`src/rtl/dmem_arb_pkg.sv`:
```
// Shared types and defaults for the data-memory port arbiter.
// Optional build macro used by this block: DMEM_ARB_RR_EN (round-robin on contention).
package dmem_arb_pkg;

   // Owner of the read that is in flight in the RAM (data returns next cycle).
   typedef enum logic [1:0] {
      OWN_NONE = 2'd0,
      OWN_CORE = 2'd1,
      OWN_AUX  = 2'd2
   } owner_t;

   localparam int AW_DEF       = 32;
   localparam int DW_DEF       = 32;
   localparam int BE_W         = DW_DEF / 8;
   localparam int MAX_WAIT_DEF = 8;

   // The core signals an access with any byte enable plus a read or write strobe.
   function automatic logic core_req_f(input logic any_en, input logic we, input logic re);
      return any_en & (we | re);
   endfunction

endpackage

```
`src/rtl/dmem_port_arbiter_if.sv`:
```
// Bus bundle between the core MEM stage, the auxiliary requester, the RAM and the arbiter.
// slave  : arbiter view.  master : environment (core, aux requester, RAM) view.
interface dmem_port_arbiter_if
   import dmem_arb_pkg::*;
#(
   parameter int AW = AW_DEF,
   parameter int DW = DW_DEF
);
   localparam int BW = DW / 8;

   // Core MEM-stage data bus
   logic [BW-1:0] core_en;
   logic          core_wea;
   logic          core_rea;
   logic [AW-1:0] core_addr;
   logic [DW-1:0] core_din;
   logic [DW-1:0] core_dout;
   logic          mem_hold;

   // Auxiliary requester (UART loader / debug DMA)
   logic          aux_req;
   logic          aux_we;
   logic [BW-1:0] aux_be;
   logic [AW-1:0] aux_addr;
   logic [DW-1:0] aux_wdata;
   logic          aux_gnt;
   logic          aux_rvalid;
   logic [DW-1:0] aux_rdata;

   // Single synchronous RAM port
   logic [BW-1:0] ram_en;
   logic          ram_we;
   logic [AW-1:0] ram_addr;
   logic [DW-1:0] ram_din;
   logic [DW-1:0] ram_dout;

   modport slave (
      input  core_en, core_wea, core_rea, core_addr, core_din,
      input  aux_req, aux_we, aux_be, aux_addr, aux_wdata,
      input  ram_dout,
      output core_dout, mem_hold,
      output aux_gnt, aux_rvalid, aux_rdata,
      output ram_en, ram_we, ram_addr, ram_din
   );

   modport master (
      output core_en, core_wea, core_rea, core_addr, core_din,
      output aux_req, aux_we, aux_be, aux_addr, aux_wdata,
      output ram_dout,
      input  core_dout, mem_hold,
      input  aux_gnt, aux_rvalid, aux_rdata,
      input  ram_en, ram_we, ram_addr, ram_din
   );

endinterface

```
`src/rtl/dmem_arb_grant.sv`:
```
// Same-cycle grant between core and aux with a starvation counter for aux.
// Build macro DMEM_ARB_RR_EN: contested cycles alternate on a last-winner bit.
module dmem_arb_grant
   import dmem_arb_pkg::*;
#(
   parameter int MAX_WAIT = MAX_WAIT_DEF
) (
   input  logic clk,
   input  logic Rst,
   input  logic core_req_i,
   input  logic aux_req_i,
   output logic core_win_o,
   output logic aux_win_o
);

   localparam logic [7:0] WAIT_MAX = 8'(MAX_WAIT);

   logic [7:0] wait_cnt_q, wait_cnt_d;
`ifdef DMEM_ARB_RR_EN
   // 1: aux won the last contested cycle. Resets to 1 so the first contest goes to the core.
   logic       last_aux_q, last_aux_d;
`endif

   // Grant decision; nothing is granted while reset is held.
   always_comb begin
      core_win_o = 1'b0;
      aux_win_o  = 1'b0;
      if (!Rst) begin
         if (core_req_i && aux_req_i) begin
            if (wait_cnt_q == WAIT_MAX) begin
               aux_win_o = 1'b1;
            end
`ifdef DMEM_ARB_RR_EN
            else if (!last_aux_q) begin
               aux_win_o = 1'b1;
            end
`endif
            else begin
               core_win_o = 1'b1;
            end
         end else if (core_req_i) begin
            core_win_o = 1'b1;
         end else if (aux_req_i) begin
            aux_win_o = 1'b1;
         end
      end
   end

   // Starvation counter next state: counts refused aux cycles, saturating at MAX_WAIT.
   always_comb begin
      wait_cnt_d = wait_cnt_q;
      if (aux_win_o || !aux_req_i) begin
         wait_cnt_d = '0;
      end else if (wait_cnt_q < WAIT_MAX) begin
         wait_cnt_d = wait_cnt_q + 8'd1;
      end
   end

   // Starvation counter register.
   always_ff @(posedge clk) begin
      if (Rst) begin
         wait_cnt_q <= '0;
      end else begin
         wait_cnt_q <= wait_cnt_d;
      end
   end

`ifdef DMEM_ARB_RR_EN
   // Remember who won the most recent contested cycle.
   always_comb begin
      last_aux_d = last_aux_q;
      if (core_req_i && aux_req_i && !Rst) begin
         last_aux_d = aux_win_o;
      end
   end

   // Last-winner register.
   always_ff @(posedge clk) begin
      if (Rst) begin
         last_aux_q <= 1'b1;
      end else begin
         last_aux_q <= last_aux_d;
      end
   end
`endif

endmodule

```
`src/rtl/dmem_port_arbiter.sv`:
```
// Shares one synchronous data-memory port between the core MEM stage and an aux requester.
// Muxes the winner onto the RAM, stalls the core when it loses, routes read data back.
// Build macro DMEM_ARB_RR_EN (handled in dmem_arb_grant): round-robin on contention.
module dmem_port_arbiter
   import dmem_arb_pkg::*;
#(
   parameter int AW       = AW_DEF,
   parameter int DW       = DW_DEF,
   parameter int MAX_WAIT = MAX_WAIT_DEF
) (
   input  logic                clk,
   input  logic                Rst,
   dmem_port_arbiter_if.slave  bus
);

   localparam int BW = DW / 8;

   logic          core_req;
   logic          core_win;
   logic          aux_win;

   logic [BW-1:0] ram_en_d;
   logic          ram_we_d;
   logic [AW-1:0] addr_q, addr_d;
   logic [DW-1:0] din_q, din_d;

   owner_t        rd_owner_q, rd_owner_d;
   logic [DW-1:0] core_q, core_d;

   assign core_req = core_req_f(|bus.core_en, bus.core_wea, bus.core_rea);

   dmem_arb_grant #(
      .MAX_WAIT (MAX_WAIT)
   ) u_grant (
      .clk        (clk),
      .Rst        (Rst),
      .core_req_i (core_req),
      .aux_req_i  (bus.aux_req),
      .core_win_o (core_win),
      .aux_win_o  (aux_win)
   );

   // RAM request mux; address and write data hold their last value when idle.
   always_comb begin
      ram_en_d = '0;
      ram_we_d = 1'b0;
      addr_d   = addr_q;
      din_d    = din_q;
      if (aux_win) begin
         ram_en_d = bus.aux_be;
         ram_we_d = bus.aux_we;
         addr_d   = bus.aux_addr;
         din_d    = bus.aux_wdata;
      end else if (core_win) begin
         ram_en_d = bus.core_en;
         ram_we_d = bus.core_wea;
         addr_d   = bus.core_addr;
         din_d    = bus.core_din;
      end
   end

   // Record which side owns the read issued this cycle; writes have no return.
   always_comb begin
      rd_owner_d = OWN_NONE;
      if (aux_win && !bus.aux_we) begin
         rd_owner_d = OWN_AUX;
      end else if (core_win && bus.core_rea && !bus.core_wea) begin
         rd_owner_d = OWN_CORE;
      end
   end

   // Capture returning core read data so the core sees it stable while stalled.
   always_comb begin
      core_d = core_q;
      if (rd_owner_q == OWN_CORE) begin
         core_d = bus.ram_dout;
      end
   end

   // Address/data hold, read owner and core return registers.
   always_ff @(posedge clk) begin
      if (Rst) begin
         addr_q     <= '0;
         din_q      <= '0;
         rd_owner_q <= OWN_NONE;
         core_q     <= '0;
      end else begin
         addr_q     <= addr_d;
         din_q      <= din_d;
         rd_owner_q <= rd_owner_d;
         core_q     <= core_d;
      end
   end

   // Outputs are forced to their reset values while Rst is held, including in-flight returns.
   assign bus.ram_en     = ram_en_d;
   assign bus.ram_we     = ram_we_d;
   assign bus.ram_addr   = Rst ? '0 : addr_d;
   assign bus.ram_din    = Rst ? '0 : din_d;
   assign bus.mem_hold   = core_req & ~core_win & ~Rst;
   assign bus.aux_gnt    = aux_win;
   assign bus.aux_rvalid = ~Rst & (rd_owner_q == OWN_AUX);
   assign bus.aux_rdata  = bus.aux_rvalid ? bus.ram_dout : '0;
   assign bus.core_dout  = Rst ? '0 : ((rd_owner_q == OWN_CORE) ? bus.ram_dout : core_q);

endmodule

```
`src/flat_wrapper.sv`:
```
// flat-port wrapper written by rule: the top's interface ports become plain ports
module dmem_port_arbiter_flat import dmem_arb_pkg::*;
#(
   parameter int AW       = AW_DEF,
   parameter int DW       = DW_DEF,
   parameter int MAX_WAIT = MAX_WAIT_DEF
)
  (clk, Rst, bus_core_en, bus_core_wea, bus_core_rea, bus_core_addr, bus_core_din, bus_aux_req, bus_aux_we, bus_aux_be, bus_aux_addr, bus_aux_wdata, bus_ram_dout, bus_core_dout, bus_mem_hold, bus_aux_gnt, bus_aux_rvalid, bus_aux_rdata, bus_ram_en, bus_ram_we, bus_ram_addr, bus_ram_din);
  dmem_port_arbiter_if #(.AW(AW), .DW(DW)) bus_i ();
  input  logic clk;
  input  logic Rst;
  input wire logic [$bits(bus_i.core_en)-1:0] bus_core_en;
  input wire logic [$bits(bus_i.core_wea)-1:0] bus_core_wea;
  input wire logic [$bits(bus_i.core_rea)-1:0] bus_core_rea;
  input wire logic [$bits(bus_i.core_addr)-1:0] bus_core_addr;
  input wire logic [$bits(bus_i.core_din)-1:0] bus_core_din;
  input wire logic [$bits(bus_i.aux_req)-1:0] bus_aux_req;
  input wire logic [$bits(bus_i.aux_we)-1:0] bus_aux_we;
  input wire logic [$bits(bus_i.aux_be)-1:0] bus_aux_be;
  input wire logic [$bits(bus_i.aux_addr)-1:0] bus_aux_addr;
  input wire logic [$bits(bus_i.aux_wdata)-1:0] bus_aux_wdata;
  input wire logic [$bits(bus_i.ram_dout)-1:0] bus_ram_dout;
  output wire logic [$bits(bus_i.core_dout)-1:0] bus_core_dout;
  output wire logic [$bits(bus_i.mem_hold)-1:0] bus_mem_hold;
  output wire logic [$bits(bus_i.aux_gnt)-1:0] bus_aux_gnt;
  output wire logic [$bits(bus_i.aux_rvalid)-1:0] bus_aux_rvalid;
  output wire logic [$bits(bus_i.aux_rdata)-1:0] bus_aux_rdata;
  output wire logic [$bits(bus_i.ram_en)-1:0] bus_ram_en;
  output wire logic [$bits(bus_i.ram_we)-1:0] bus_ram_we;
  output wire logic [$bits(bus_i.ram_addr)-1:0] bus_ram_addr;
  output wire logic [$bits(bus_i.ram_din)-1:0] bus_ram_din;
  assign bus_i.core_en = bus_core_en;
  assign bus_i.core_wea = bus_core_wea;
  assign bus_i.core_rea = bus_core_rea;
  assign bus_i.core_addr = bus_core_addr;
  assign bus_i.core_din = bus_core_din;
  assign bus_i.aux_req = bus_aux_req;
  assign bus_i.aux_we = bus_aux_we;
  assign bus_i.aux_be = bus_aux_be;
  assign bus_i.aux_addr = bus_aux_addr;
  assign bus_i.aux_wdata = bus_aux_wdata;
  assign bus_i.ram_dout = bus_ram_dout;
  assign bus_core_dout = bus_i.core_dout;
  assign bus_mem_hold = bus_i.mem_hold;
  assign bus_aux_gnt = bus_i.aux_gnt;
  assign bus_aux_rvalid = bus_i.aux_rvalid;
  assign bus_aux_rdata = bus_i.aux_rdata;
  assign bus_ram_en = bus_i.ram_en;
  assign bus_ram_we = bus_i.ram_we;
  assign bus_ram_addr = bus_i.ram_addr;
  assign bus_ram_din = bus_i.ram_din;
  dmem_port_arbiter #(.AW(AW), .DW(DW), .MAX_WAIT(MAX_WAIT)) u_core (.clk(clk), .Rst(Rst), .bus(bus_i));
endmodule
```
`config.mk`:
```
export PLATFORM = sky130hd
export DESIGN_NAME = dmem_port_arbiter_flat
export DESIGN_NICKNAME = d
export VERILOG_FILES = /design/src/rtl/dmem_arb_pkg.sv /design/src/rtl/dmem_port_arbiter_if.sv /design/src/rtl/dmem_arb_grant.sv /design/src/rtl/dmem_port_arbiter.sv /design/src/flat_wrapper.sv
export SDC_FILE = /design/constraint.sdc
export NUM_CORES = 1
export LEC_CHECK = 0
export ABC_CLOCK_PERIOD_IN_PS = 4000
export CAP_MARGIN = 20
export CORE_AREA = 2 2 122 124
export CTS_CLUSTER_DIAMETER = 50
export DETAILED_ROUTE_END_ITERATION = 7
export DIE_AREA = 0 0 124 126
export PLACE_DENSITY = 0.8
export SYNTH_ARGS = -nofsm -noshare
export SYNTH_HDL_FRONTEND = slang
export SYNTH_SLANG_ARGS = --single-unit
```
`constraint.sdc`:
```
create_clock -name clk -period 4 [get_ports clk]
set_clock_uncertainty 0.05 [all_clocks]
set_input_delay 0.6 -clock clk [delete_from_list [all_inputs] [get_ports clk]]
set_output_delay 0.6 -clock clk [all_outputs]
set_load 0.1 [all_outputs]
```
==> flow_summary_export.csv, run 1 <==
group,metric,value,unit
outcome,status,"completed",
global_routing,grt_pass1_wl,27.4,mm
synth,synth-xor-area-share,0.00345,
synth,synthMuxAreaShare,0.126,
timing,worst_pin_slew,921,ps
timing,max_freq,280,MHz
route,via_per_inst,5.04,
synth,synthAdderAreaFrac,0.00493,
floorplanning,rows,44,
setup_path,crit_start,"bus_core_en[1]",
synth,syn_inst,523,
synth,async_reset_ff_frac,0,
floorplanning,die_area,0.0156,mm^2
setup_path,crit_fanout,66,
place,place_congestion,0.783,
floorplanning,fp.coreArea,0.0143,mm^2
setup_path,worstPathRequired,3350,ps
flow_run,maxCapViolCount,0,
place,place_area,0.00881,mm^2
cts,clk_pin_slew,70,ps
synth,yosysSeqAreaShare,0.418,
synth,synthSimpleGateAreaFrac,0.193,
cts,root_buffer,"clkbuf_16",
synth,syn-cell-area,0.00508,mm^2
pwr,peakVddDrop,0.227,mV
global_routing,gr-total-overflow,0,
floorplanning,io_pins,310,
cts,cts_resized,0,
layout,stdcell_area,0.00912,mm^2
timing,rsz0062_at_grt,"false",
setup_path,path_class,"in -> out",
global_routing,grtUsageTotal,0.226,
floorplanning,fp.dieH,126,um
setup_path,crit_top_cell,"buf_12",
route,ant_nets,0,
layout,area_growth_syn_to_layout,79.5,%
layout,insertedDiodeCount,0,
pwr,power,3.38,mW
floorplanning,initial_utilization,0.355,
min_path,hp-start,"u_core.core_q[25]",
synth,ys_ff_latch,106,
place,portBuffers,309,
setup_path,crit_path_max_incr_delay,460,ps
cts,cts.sinks,106,
synth,synth_edf_count,0,
route,detail_route.wirelength,18.0,mm
cts,cts_buffer_depth,2,
route,vias,4996,
layout,drive_above_1_share,0.293,
route,routedWlPerCell,18.1,um
pwr,p_per_area,371,mW/mm^2
synth,synth_ff_type,"dfxtp_1",
cts,numCtsBuffers,9,
layout,nNetsFinal,979,
timing,finalSetupViolCount,0,
timing,final.period_utilization,0.893,
global_routing,grt_pass1_vias,5088,
synth,yosys_warnings,0,
layout,instances_no_fill,992,
synth,syn_avg_cell_area,9.71,um^2
layout,final_util,0.637,
cts,cts_setup_buffers,0,
floorplanning,fp.dieW,124,um
setup_path,worstPathArrival,2920,ps
route,drc,0,
setup_path,timing.rr.start,"u_core.u_grant.wait_cnt_q[0]",
synth,synth_top_family_by_area,"simple AND/OR/NAND/NOR gates",
place,dp_hpwl,13.0,mm
route,dr.pass1.iters,4,
timing,maxSlewHeadroom,0.386,
global_routing,antenna_found_initial,1,
min_path,hold_path.class,"reg -> reg",
cts,cts_tree,"yes",
timing,setup_tns,0,ps
synth,synth_compound_area_frac,0.190,
setup_path,critPathTopFamily,"buffers and inverters",
pwr,leakagePower,3.68,nW
layout,final_common_cell,"clkdlybuf4s50_1",
synth,synthesis.nets,699,
cts,cts_max_level,3,
layout,mostFrequentLayoutCells,"clkdlybuf4s50_1 (172), dfxtp_1 (106), buf_4 (75), buf_12 (72)",
cts,clock_latency,350,ps
timing,hold_viol_final,0,
timing,maxSlewViolCount,0,
cts,holdBufCountCts,0,
setup_path,crit_path_top_delay_cell,"clkdlybuf4s50_1",
place,dp_cells,976,
timing,min_period,3570,ps
setup_path,path_buf_inv,3,
synth,synth.distinct_cells,34,
setup_path,endpoint_kind,"output port",
setup_path,path_cells,"clkdlybuf4s50_1 -> nor4_4 -> or3_4 -> buf_12 -> mux2i_1 -> a211oi_2 -> buf_12",
global_routing,grt_max_degree,67,
route,first_iter_violations,174,
setup_path,start_kind,"primary input",
where the power goes:
group | internal [mW] | switching (mW)
sequential | 1.12 | 0.0171
clock | 0.496 | 0.434
combinational | 0.500 | 0.809
logic make-up (layout without fill, tap and decap cells):
family | Yosys count | after routing
and+or+nand+nor | 190 | 190
DFF | 106 | 106
AOI/OAI and AO/OA | 105 | 105
muxes | 64 | 64
buffers and inverters | 54 | 339
adders and majority gates | 2 | 2
xor gates and xnor gates | 2 | 2
state kept, by name, summed over array words and instances (netlist names):
name / cells
u_core.rd_owner_q: 2
u_core.addr_q: 32
u_core.u_grant.wait_cnt_q: 8
u_core.core_q: 32
u_core.din_q: 32
area by class of cell:
cell class	instances	area (um^2)
timing repair buffer	319	3730
clock inverter	7	82.6
clock buffer	9	225
tap	184	230
fill	1201	5200
inverter	4	15.0
sequential	106	2120
multi-input combinational	363	2720
through the flow:
step | hold slack [ps] | setup slack, ps
6_report | 413 | 430
5_1_grt | 427 | 364
4_1_cts | 415 | 445
3_5_place_dp | 402 | 461
3_3_place_gp | 398 | 496
2_1_floorplan | 423 | 57.7
synth_stat cells (3+ instances only):
| master | number | share of area |
|---|---|---|
| inv_1 | 4 | 0.0030 |
| buf_4 | 8 | 0.012 |
| nor2_1 | 7 | 0.0052 |
| a22o_1 | 4 | 0.0069 |
| buf_12 | 5 | 0.020 |
| nand2_1 | 65 | 0.048 |
| a211oi_1 | 15 | 0.022 |
| buf_1 | 3 | 0.0022 |
| a211oi_2 | 49 | 0.12 |
| a21oi_1 | 35 | 0.034 |
| mux2i_1 | 64 | 0.13 |
| clkbuf_1 | 27 | 0.020 |
| and2_1 | 37 | 0.046 |
| dfxtp_1 | 106 | 0.42 |
| buf_2 | 6 | 0.0059 |
| nor3_1 | 65 | 0.064 |
worst reg2reg max path, cell delays in order (launching register included):
cell and delay [ps]:
dfxtp_1 390, inv_1 60, ha_1 180, and3b_1 220, a211oi_4 290, buf_4 430
nor3_1 180, a211oi_2 360
final timing paths:
kind / end / slack, ps / cells past startpoint
hold reg to reg: u_core.core_q[25] / 410 / 2
setup / recovery: bus_ram_addr[2] / 430 / 7
setup reg to reg: u_core.addr_q[2] / 1720 / 7
hold / removal: u_core.core_q[25] / 410 / 2
layer usage:
metal | track usage | wire length (um)
met3 | 0.105 | 2110
met2 | 0.397 | 8960
met4 | 0.0549 | 271
met1 | 0.245 | 6620
met5 | 0 | 13
Note: power is estimated with default switching activity, not from simulation.
==> inputs of run 2 (changes only) <==
--- a/config.mk
+++ b/config.mk
@@ -6,5 +6,4 @@
 export NUM_CORES = 1
 export LEC_CHECK = 0
-export ABC_CLOCK_PERIOD_IN_PS = 4000
 export CAP_MARGIN = 20
 export CORE_AREA = 2 2 122 124
==> constraint.sdc (replaced) <==
create_clock -name clk -period 4 [get_ports clk]
set_clock_uncertainty 0.05 [all_clocks]
set_input_delay 0.6 -clock clk [delete_from_list [all_inputs] [get_ports clk]]
set_output_delay 0.6 -clock clk [all_outputs]
set_load 0.01 [all_outputs]
==> run 2 against run 1 <==
Clock power fell by 7.3%. Critical path type is now reg -> out. Final cell count rose by 0.20%. Sequential share of layout area rose by 1.6 points. Global-route usage fell by 2.3 points.
==> flow_summary_export.csv, run 2 (synthesis gave the netlist of run 1 again) <==
group,metric,value,unit
timing,max_freq,267,MHz
global_routing,grt_max_degree,55,
cts,cts_max_level,3,
timing,setup_tns,0,ps
outcome,status,"completed",
global_routing,grt_pass1_wl,25.0,mm
floorplanning,initial_utilization,0.355,
cts,cts_setup_buffers,0,
place,dp_hpwl,12.2,mm
route,vias,4914,
setup_path,worstPathRequired,3350,ps
cts,holdBufCountCts,0,
setup_path,endpoint_kind,"output port",
global_routing,antenna_found_initial,0,
cts,cts_resized,0,
floorplanning,fp.dieW,124,um
place,post-place-ws,253,ps
timing,setup_ws,256,ps
place,place_area,0.00824,mm^2
global_routing,grt_pass1_vias,4777,
timing,rsz0062_at_grt,"false",
place,portBuffers,309,
floorplanning,io_pins,310,
setup_path,crit_fanout,47,
pwr,pwr-share-clk,0.325,
global_routing,gr-total-overflow,0,
global_routing,grtUsageTotal,0.203,
floorplanning,fp.dieH,126,um
setup_path,crit_path_top_delay_cell,"clkdlybuf4s50_1",
setup_path,start_kind,"flip-flop",
route,via_per_inst,4.94,
pwr,peakVddDrop,0.232,mV
route,first_iter_violations,272,
layout,multi_input_area,0.00264,mm^2
route,detail_route.wirelength,16.7,mm
layout,stdcell_area,0.00851,mm^2
setup_path,crit_path_max_incr_delay,590,ps
pwr,power.share.switching,0.256,
place,place_congestion,0.796,
layout,regArea,0.00212,mm^2
floorplanning,fp.coreArea,0.0143,mm^2
pwr,pwr-share-seq,0.429,
timing,hold_viol_final,0,
route,routedWlPerCell,16.8,um
cts,root_buffer,"clkbuf_16",
pwr,p_sw,0.679,mW
cts,cts.sinks,106,
timing,finalSetupViolCount,0,
pwr,p_per_area,312,mW/mm^2
pwr,leakagePower,3.20,nW
layout,mostFrequentLayoutCells,"clkdlybuf4s50_1 (308), dfxtp_1 (106), nand2_1 (65), nor3_1 (65), mux2i_1 (64)",
floorplanning,die_area,0.0156,mm^2
layout,top_regs,"u_core.addr_q x32, u_core.core_q x32, u_core.din_q x32",
layout,nNetsFinal,983,
setup_path,critPathTopFamily,"buffers and inverters",
timing,worst_pin_slew,720,ps
layout,area_growth_syn_to_layout,67.7,%
timing,maxSlewHeadroom,0.520,
layout,final_common_cell,"clkdlybuf4s50_1",
layout,final_util,0.595,
setup_path,worstPathArrival,3090,ps
timing,maxSlewViolCount,0,
route,drc,0,
flow_run,maxCapViolCount,0,
cts,cts_tree,"yes",
cts,clock_latency,340,ps
floorplanning,rows,44,
setup_path,path_buf_inv,3,
cts,cts_buffer_depth,2,
layout,insertedDiodeCount,0,
timing,final.period_utilization,0.936,
pwr,p_comb_frac,0.246,
layout,drive_above_1_share,0.107,
cts,numCtsBuffers,9,
min_path,hold_path.class,"reg -> reg",
pwr,intPower,1.98,mW
route,ant_nets,0,
setup_path,path_class,"reg -> out",
timing,min_period,3740,ps
layout,fill_cells,1256,
cts,clk_pin_slew,70,ps
setup_path,path_cells,"inv_1 -> ha_1 -> and3b_1 -> a211oi_4 -> buf_4 -> nor3_1 -> a211oi_1 -> clkdlybuf4s50_1",
route,dr.pass1.iters,4,
-- run 2: final timing paths --
path                            depth (start not counted)                          from                 to  slack [ps]
worst min-delay path                                    2             u_core.core_q[25]  u_core.core_q[25]         410
worst max-delay path                                    8  u_core.u_grant.wait_cnt_q[0]    bus_ram_addr[1]         260
worst max register to register                          7  u_core.u_grant.wait_cnt_q[0]   u_core.addr_q[1]        1580
worst min register to register                          2             u_core.core_q[25]  u_core.core_q[25]         410
-- run 2: worst min-delay path: stages (launching register included) --
cell and delay (ps):
dfxtp_1 300, nand2_1 40, a21oi_1 70
-- run 2: final cells by class --
class                           count  share of cell area
Tap cell                          184              0.0270
Timing Repair Buffer              323               0.380
Clock buffer                       10              0.0269
Clock inverter                      4             0.00529
Sequential cell                   106               0.249
Multi-Input combinational cell    363               0.310
Inverter                            4             0.00176
-- run 2: through the flow --
stage / cells / hold slack, ps / total power [mW]
after global placement: 980 / 397 / 1.81
after detailed placement: 980 / 404 / 1.82
after CTS: 994 / 413 / 2.69
after floorplan: 523 / 423 / 1.46
final: 994 / 411 / 2.66
after global routing: 994 / 434 / 2.77
-- run 2: power by group through the flow --
stage | Clock (mW) | Sequential, mW | Combinational (mW)
2_1_floorplan | 0 | 1.16 | 0.301
3_3_place_gp | 0 | 1.16 | 0.650
3_5_place_dp | 0 | 1.16 | 0.656
4_1_cts | 0.891 | 1.14 | 0.659
5_1_grt | 0.931 | 1.15 | 0.697
6_report | 0.863 | 1.14 | 0.654
-- run 2: per-layer routing --
metal	global-route usage	routed length, um
met1	0.244	6860
met5	0	0
met4	0.0727	408
met3	0.0562	1300
met2	0.345	8160
==> inputs of run 3 (changes only) <==
CTS_CLUSTER_DIAMETER = not set   (was 50)
==> results of run 3 <==
Final layout, timing and power as in run 2 (identical DEF).
